[config.mk]
export PLATFORM = sky130hd
export DESIGN_NAME = wb_write_arbiter
export DESIGN_NICKNAME = d
export VERILOG_FILES = /design/src/rtl/wb_pkg.sv /design/src/rtl/wb_skid_buf.sv /design/src/rtl/wb_write_arbiter.sv
export SDC_FILE = /design/constraint.sdc
export NUM_CORES = 1
export LEC_CHECK = 0
export ABC_AREA = 0
export ABC_CLOCK_PERIOD_IN_PS = 2300
export CAP_MARGIN = 15
export CORE_ASPECT_RATIO = 0.7
export CORE_MARGIN = 3
export CORE_UTILIZATION = 47
export DETAILED_ROUTE_END_ITERATION = 7
export PLACE_DENSITY = 0.81
export SYNTH_ARGS = -nofsm -noshare
export SYNTH_HDL_FRONTEND = slang
export SYNTH_SLANG_ARGS = --single-unit
export TNS_END_PERCENT = 50
[constraint.sdc]
create_clock -name clk -period 2.3 [get_ports clk]
set_input_delay 0.345 -clock clk [delete_from_list [all_inputs] [get_ports clk]]
set_output_delay 0.345 -clock clk [all_outputs]
set_load 0.005 [all_outputs]
[src/rtl/wb_pkg.sv]
// wb_pkg: shared types for the write-back arbiter slice.
// Holds width defaults, arbiter states and the write request bundle.
package wb_pkg;

  localparam int WB_DATA_W = 16;
  localparam int WB_ADDR_W = 3;

  typedef enum logic {
    P_PRIO  = 1'b0,
    M_FORCE = 1'b1
  } arb_state_e;

  typedef struct packed {
    logic                 valid;
    logic [WB_ADDR_W-1:0] addr;
    logic [WB_DATA_W-1:0] data;
  } wb_req_t;

  function automatic wb_req_t mk_req(
    input logic                 v,
    input logic [WB_ADDR_W-1:0] a,
    input logic [WB_DATA_W-1:0] d
  );
    wb_req_t r;
    r.valid = v;
    r.addr  = a;
    r.data  = d;
    return r;
  endfunction

endpackage

[src/rtl/wb_skid_buf.sv]
// wb_skid_buf: one-entry holding register for a displaced pipeline write.
// A full entry is what freezes the pipeline (stall_o).
module wb_skid_buf
  import wb_pkg::*;
(
  input  logic    clk,
  input  logic    rst,
  input  logic    load,
  input  logic    drain,
  input  logic    flush,
  input  wb_req_t d,
  output wb_req_t q,
  output logic    valid,
  output logic    stall_o
);

  wb_req_t ent_q;

  // load beats drain, so drain+load replaces the entry and stays full
  always_ff @(posedge clk) begin
    if (rst || flush) begin
      ent_q <= '0;
    end else if (load) begin
      ent_q <= mk_req(1'b1, d.addr, d.data);
    end else if (drain) begin
      ent_q.valid <= 1'b0;
    end
  end

  assign q       = ent_q;
  assign valid   = ent_q.valid;
  assign stall_o = ent_q.valid;

endmodule

[src/rtl/wb_write_arbiter.sv]
// wb_write_arbiter: pipeline-priority arbiter for the RF write port.
// Optional WB_FWD_EN exposes the skid entry on fwd_* for decode.
module wb_write_arbiter
  import wb_pkg::*;
#(
  parameter int DATA_W     = WB_DATA_W,
  parameter int ADDR_W     = WB_ADDR_W,
  parameter int STARVE_MAX = 4
) (
  input  logic              clk,
  input  logic              rst,
  input  logic              p_valid,
  input  logic [ADDR_W-1:0] p_addr,
  input  logic [DATA_W-1:0] p_data,
  input  logic              m_valid,
  input  logic [ADDR_W-1:0] m_addr,
  input  logic [DATA_W-1:0] m_data,
  output logic              m_ready,
  output logic              stall_o,
  output logic              rf_we,
  output logic [ADDR_W-1:0] rf_waddr,
  output logic [DATA_W-1:0] rf_wdata
`ifdef WB_FWD_EN
  ,
  output logic              fwd_valid,
  output logic [ADDR_W-1:0] fwd_addr,
  output logic [DATA_W-1:0] fwd_data
`endif
);

  localparam int CNT_W = $clog2(STARVE_MAX + 1);
  localparam logic [CNT_W-1:0] CNT_MAX = CNT_W'(STARVE_MAX);

  arb_state_e       state_q;
  arb_state_e       state_d;
  logic [CNT_W-1:0] cnt_q;
  logic [CNT_W-1:0] cnt_d;

  wb_req_t p_req;
  wb_req_t m_req;
  wb_req_t s_req;
  wb_req_t win;
  wb_req_t rf_q;

  logic s_valid;
  logic p_live;
  logic sk_load;
  logic sk_drain;

  assign p_req  = mk_req(p_valid, p_addr, p_data);
  assign m_req  = mk_req(m_valid, m_addr, m_data);
  assign p_live = p_valid && !stall_o;

  wb_skid_buf u_skid (
    .clk     (clk),
    .rst     (rst),
    .load    (sk_load),
    .drain   (sk_drain),
    .flush   (1'b0),
    .d       (p_req),
    .q       (s_req),
    .valid   (s_valid),
    .stall_o (stall_o)
  );

  // pick this cycle's winner, steer the skid and track starvation
  always_comb begin
    state_d  = P_PRIO;
    cnt_d    = '0;
    win      = '0;
    m_ready  = 1'b0;
    sk_load  = 1'b0;
    sk_drain = 1'b0;
    unique case (state_q)
      P_PRIO: begin
        if (s_valid) begin
          win      = s_req;
          sk_drain = 1'b1;
          sk_load  = p_live;
        end else if (p_live) begin
          win = p_req;
        end else if (m_valid) begin
          win     = m_req;
          m_ready = 1'b1;
        end
        if (m_valid && !m_ready) begin
          if (cnt_q == CNT_MAX) begin
            cnt_d = CNT_MAX;
          end else begin
            cnt_d = cnt_q + 1'b1;
          end
        end
        if (m_valid && (cnt_d == CNT_MAX)) begin
          state_d = M_FORCE;
        end
      end
      M_FORCE: begin
        m_ready = 1'b1;
        if (m_valid) begin
          win = m_req;
        end
        sk_load = p_live && !s_valid;
      end
      default: begin
        state_d = P_PRIO;
      end
    endcase
  end

  // state, starvation count and the registered write port
  always_ff @(posedge clk) begin
    if (rst) begin
      state_q <= P_PRIO;
      cnt_q   <= '0;
      rf_q    <= '0;
    end else begin
      state_q <= state_d;
      cnt_q   <= cnt_d;
      rf_q    <= win;
    end
  end

  assign rf_we    = rf_q.valid;
  assign rf_waddr = rf_q.addr;
  assign rf_wdata = rf_q.data;

`ifdef WB_FWD_EN
  assign fwd_valid = s_valid;
  assign fwd_addr  = s_req.addr;
  assign fwd_data  = s_req.data;
`endif

endmodule

==> impl_results.md <==
- Critical path class: in2out
- VDD IR max: 527 uV
- Clock skew: around 0.0037 ns
- CP required: 1.96 ns
- Via count: 1,689
- Core Box Area: 3360 um2
- Endpoints failing hold: 0
- Synth Register Bits: 44
- Total power: 1630 uW
- Worst reg2reg path endpoint: u_skid.q[7]
- Most frequent cells after synthesis: nand2_1 (76), dfxtp_1 (44), o21ai_0 (21)
- Wire per inst: 13.3 um
- Initial antenna violation count: 0
- Fill cells: 268
- CP Capture Type: output pin
- Ant diodes: 0
- Startpoint Class: primary input
- Die Y: 57.3 um
- Pre-antenna DRT Iters: 4
- Fmax: roughly 520 MHz
- Pin slew with the least headroom to its limit: 0.402 ns
- Ratio of cells with drive above 1 in the final layout: 7.07%
- CP delay by family, top: buffers and inverters
- Slowest stage delay, CP: 0.50 ns
- Pin count of the biggest net entering global routing: 44
- Switching Power: roughly 340 uW
- IO Pins: 64
- CTS clk-pin slew, worst paths: around 0.080 ns
- Post-route cell area: 2580 um2
- Placed Area: 2460 um2
- Die width: 79.3 um
- Yosys top cell by area: dfxtp_1
- Number of flops mapped to enable cells by yosys: 0
- Latest clock arrival within the worst-skew pair: 0.29 ns
- DRT antenna net count: 0
- Fin cells: 330
- First-pass GRT wire length: 7.41 mm
- CTS tree: done
- Setup TNS: 0 ns
- Leak: 0.000971 uW
- Clock buffer depth: 2
- Most common cell in the netlist: nand2_1
- Unique masters post-synth: 21
- CTS Hold Bufs: 0
- Max Cap Violations: 0
- Tcrit/Tclk final: a little over four fifths
- Critical-path cell list: clkdlybuf4s50_1, nor2_1, a21o_1, clkdlybuf4s50_1
- Min Tclk post-route: 1.92 ns
- R2r worst-path depth: 5
- Slew Limit Headroom: about three quarters
- DRT iter0 DRCs: 149
- Critical path arrival: 1.57 ns
- Mapped cell area: about 1800 um2
- Htree depth: 2
- Mean Syn Cell Area: 8.14 um2
- Post-synthesis sequential area ratio: 49.9%
- Die Area: approximately 4500 um2
- RSZ-0062 raised after global routing: false
- Drt via density: 5.12
- Root Buffer: clkbuf_8
- Final Wtd Congestion: ~0.77
- Tightest Hold Check Type: reg2reg
- Nets: 326
- Syn Inst Count: about 220
- Status: complete, no violations
- Hold depth: 2
- Share of Yosys cell area claimed by the top area cell type: 49.9%
- Vias in the first global route: 1,663
- Dpl hpwl: 3.04 mm
- Placed insts: 322
- Rows: 17
- Main flop type after synthesis: dfxtp_1
- Synth warnings: 0
- Clock power share: about 40%
- Total internal power: 1300 uW
- Final hold slack: 0.458 ns
- Clock Sink Count: 44
- Most frequent CP cell: clkdlybuf4s50_1
- R2R Path Start: u_skid.stall_o
- Post-Syn Nets: 261
- Ys async rst share: 0%
- Layout area overhead: 46.2%
- Setup repair bufs after CTS: 0
- Initial Util: 52.6%
- Final setup violation count: 0
- PD cells: 632 nW/um2
- CTS Buf Count: 5
- GRT Residual Overflow: 0
- I/O Buffers: 63
- Switching Fraction: 20.6%
- Worst Hold Path EP: u_skid.q[6]
- Critical hold path startpoint: u_skid.q[6]
- Combinational Power Share: 12.2%
- GRT Total Usage: 20.4%
- Synth top area cells: dfxtp_1 (50%), nand2_1 (16%), a22o_1 (9.4%)
- Slowest cell on crit path: clkdlybuf4s50_1
- CP bufs+invs: 2
- Fin. max-slew vios: 0
- DRC errors left: 0
- Flop pwr share: 48.3%
- Post-CTS resize count: 0
- CP Max Fanout: 3
- Register-to-register path setup slack: slightly below 0.7 ns
- Routed WL: 4.37 mm
## layout make-up
cell class                 instances  area, um2  share of cell area, %
sequential                        44        881                   34.1
multi-input combinational        154        793                   30.7
timing repair buffer              74        713                   27.6
clock buffer                       7       96.3                   3.73
tap                               47       58.8                   2.28
clock inverter                     1       30.0                   1.16
inverter                           3       11.3                  0.436
## state kept, by name, summed over array words and instances, names as in the netlist
register and flops:
u_skid.q 19, rf_we 1, rf_waddr 3, state_q 1, u_skid.stall_o 1, rf_wdata 16
cnt_q 3
## power groups by stage
stage / Clock, uW / Combinational (uW) / Sequential, uW
after floorplan: 0 / 60.6 / 811
after global placement: 0 / 197 / 807
after detailed placement: 0 / 199 / 807
after CTS: 651 / 200 / 789
after global routing: 682 / 216 / 792
final: 645 / 199 / 789
## worst max-delay path by stage
stage	start	to	slack, ns	cells past startpoint
floorplan	p_valid	rf_waddr[0]	0.96	5
global placement	p_valid	m_ready	0.39	4
detailed placement	p_valid	u_skid.q[7]	0.38	6
CTS	p_valid	m_ready	0.37	4
global route	p_valid	m_ready	0.33	4
finish	p_valid	m_ready	0.38	4
## metrics by stage
stage / setup WS [ns] / util (%)
after floorplan: 0.962 / -
after detailed placement: 0.376 / 73.1
after CTS: 0.373 / 76.9
after global placement: 0.389 / 73.1
final: 0.380 / 76.9
after global routing: 0.332 / 76.9
## worst register-to-register path, stage by stage, from the launching register on
cell	delay, ns
dfxtp_1	0.34
buf_4	0.35
nand3b_1	0.38
buf_4	0.26
nand2_1	0.07
a21oi_1	0.15
## cell usage in the layout, fill, tap and decap left out
cell type / netlist / routed
nand2_1: 76 / 76
clkdlybuf4s50_1: 0 / 63
dfxtp_1: 44 / 44
o21ai_0: 21 / 21
a22o_1: 19 / 19
a21oi_1: 19 / 19
buf_4: 0 / 11
clkbuf_8: 0 / 7
nor2_1: 6 / 6
inv_1: 3 / 3
nand3b_1: 2 / 2
ha_1: 2 / 2
a21o_1: 1 / 1
o21ba_1: 1 / 1
nor3b_4: 1 / 1
and3b_1: 1 / 1
or3_1: 1 / 1
a211oi_1: 1 / 1
nor4_1: 1 / 1
nor3b_1: 1 / 1
and2_1: 1 / 1
bufinv_16: 0 / 1
## routing by layer
layer	track usage [%]	vias to the layer above	wire, um
met4	7.11	0	38
met5	0	-	0
met1	25.8	765	2060
met3	6.47	5	364
met2	33.2	63	1910
li1	-	856	-
## logic make-up (layout without fill, tap and decap cells)
family	after synthesis	after routing	synth area share, %
AND/OR/NAND/NOR	90	90	21.3
buffers and inverters	19	85	5.24
flip-flops	44	44	49.9
AO/OA/AOI/OAI	62	62	22.2
adder cells (fa/ha/maj)	2	2	1.42
(Power assumes the default switching activity.)
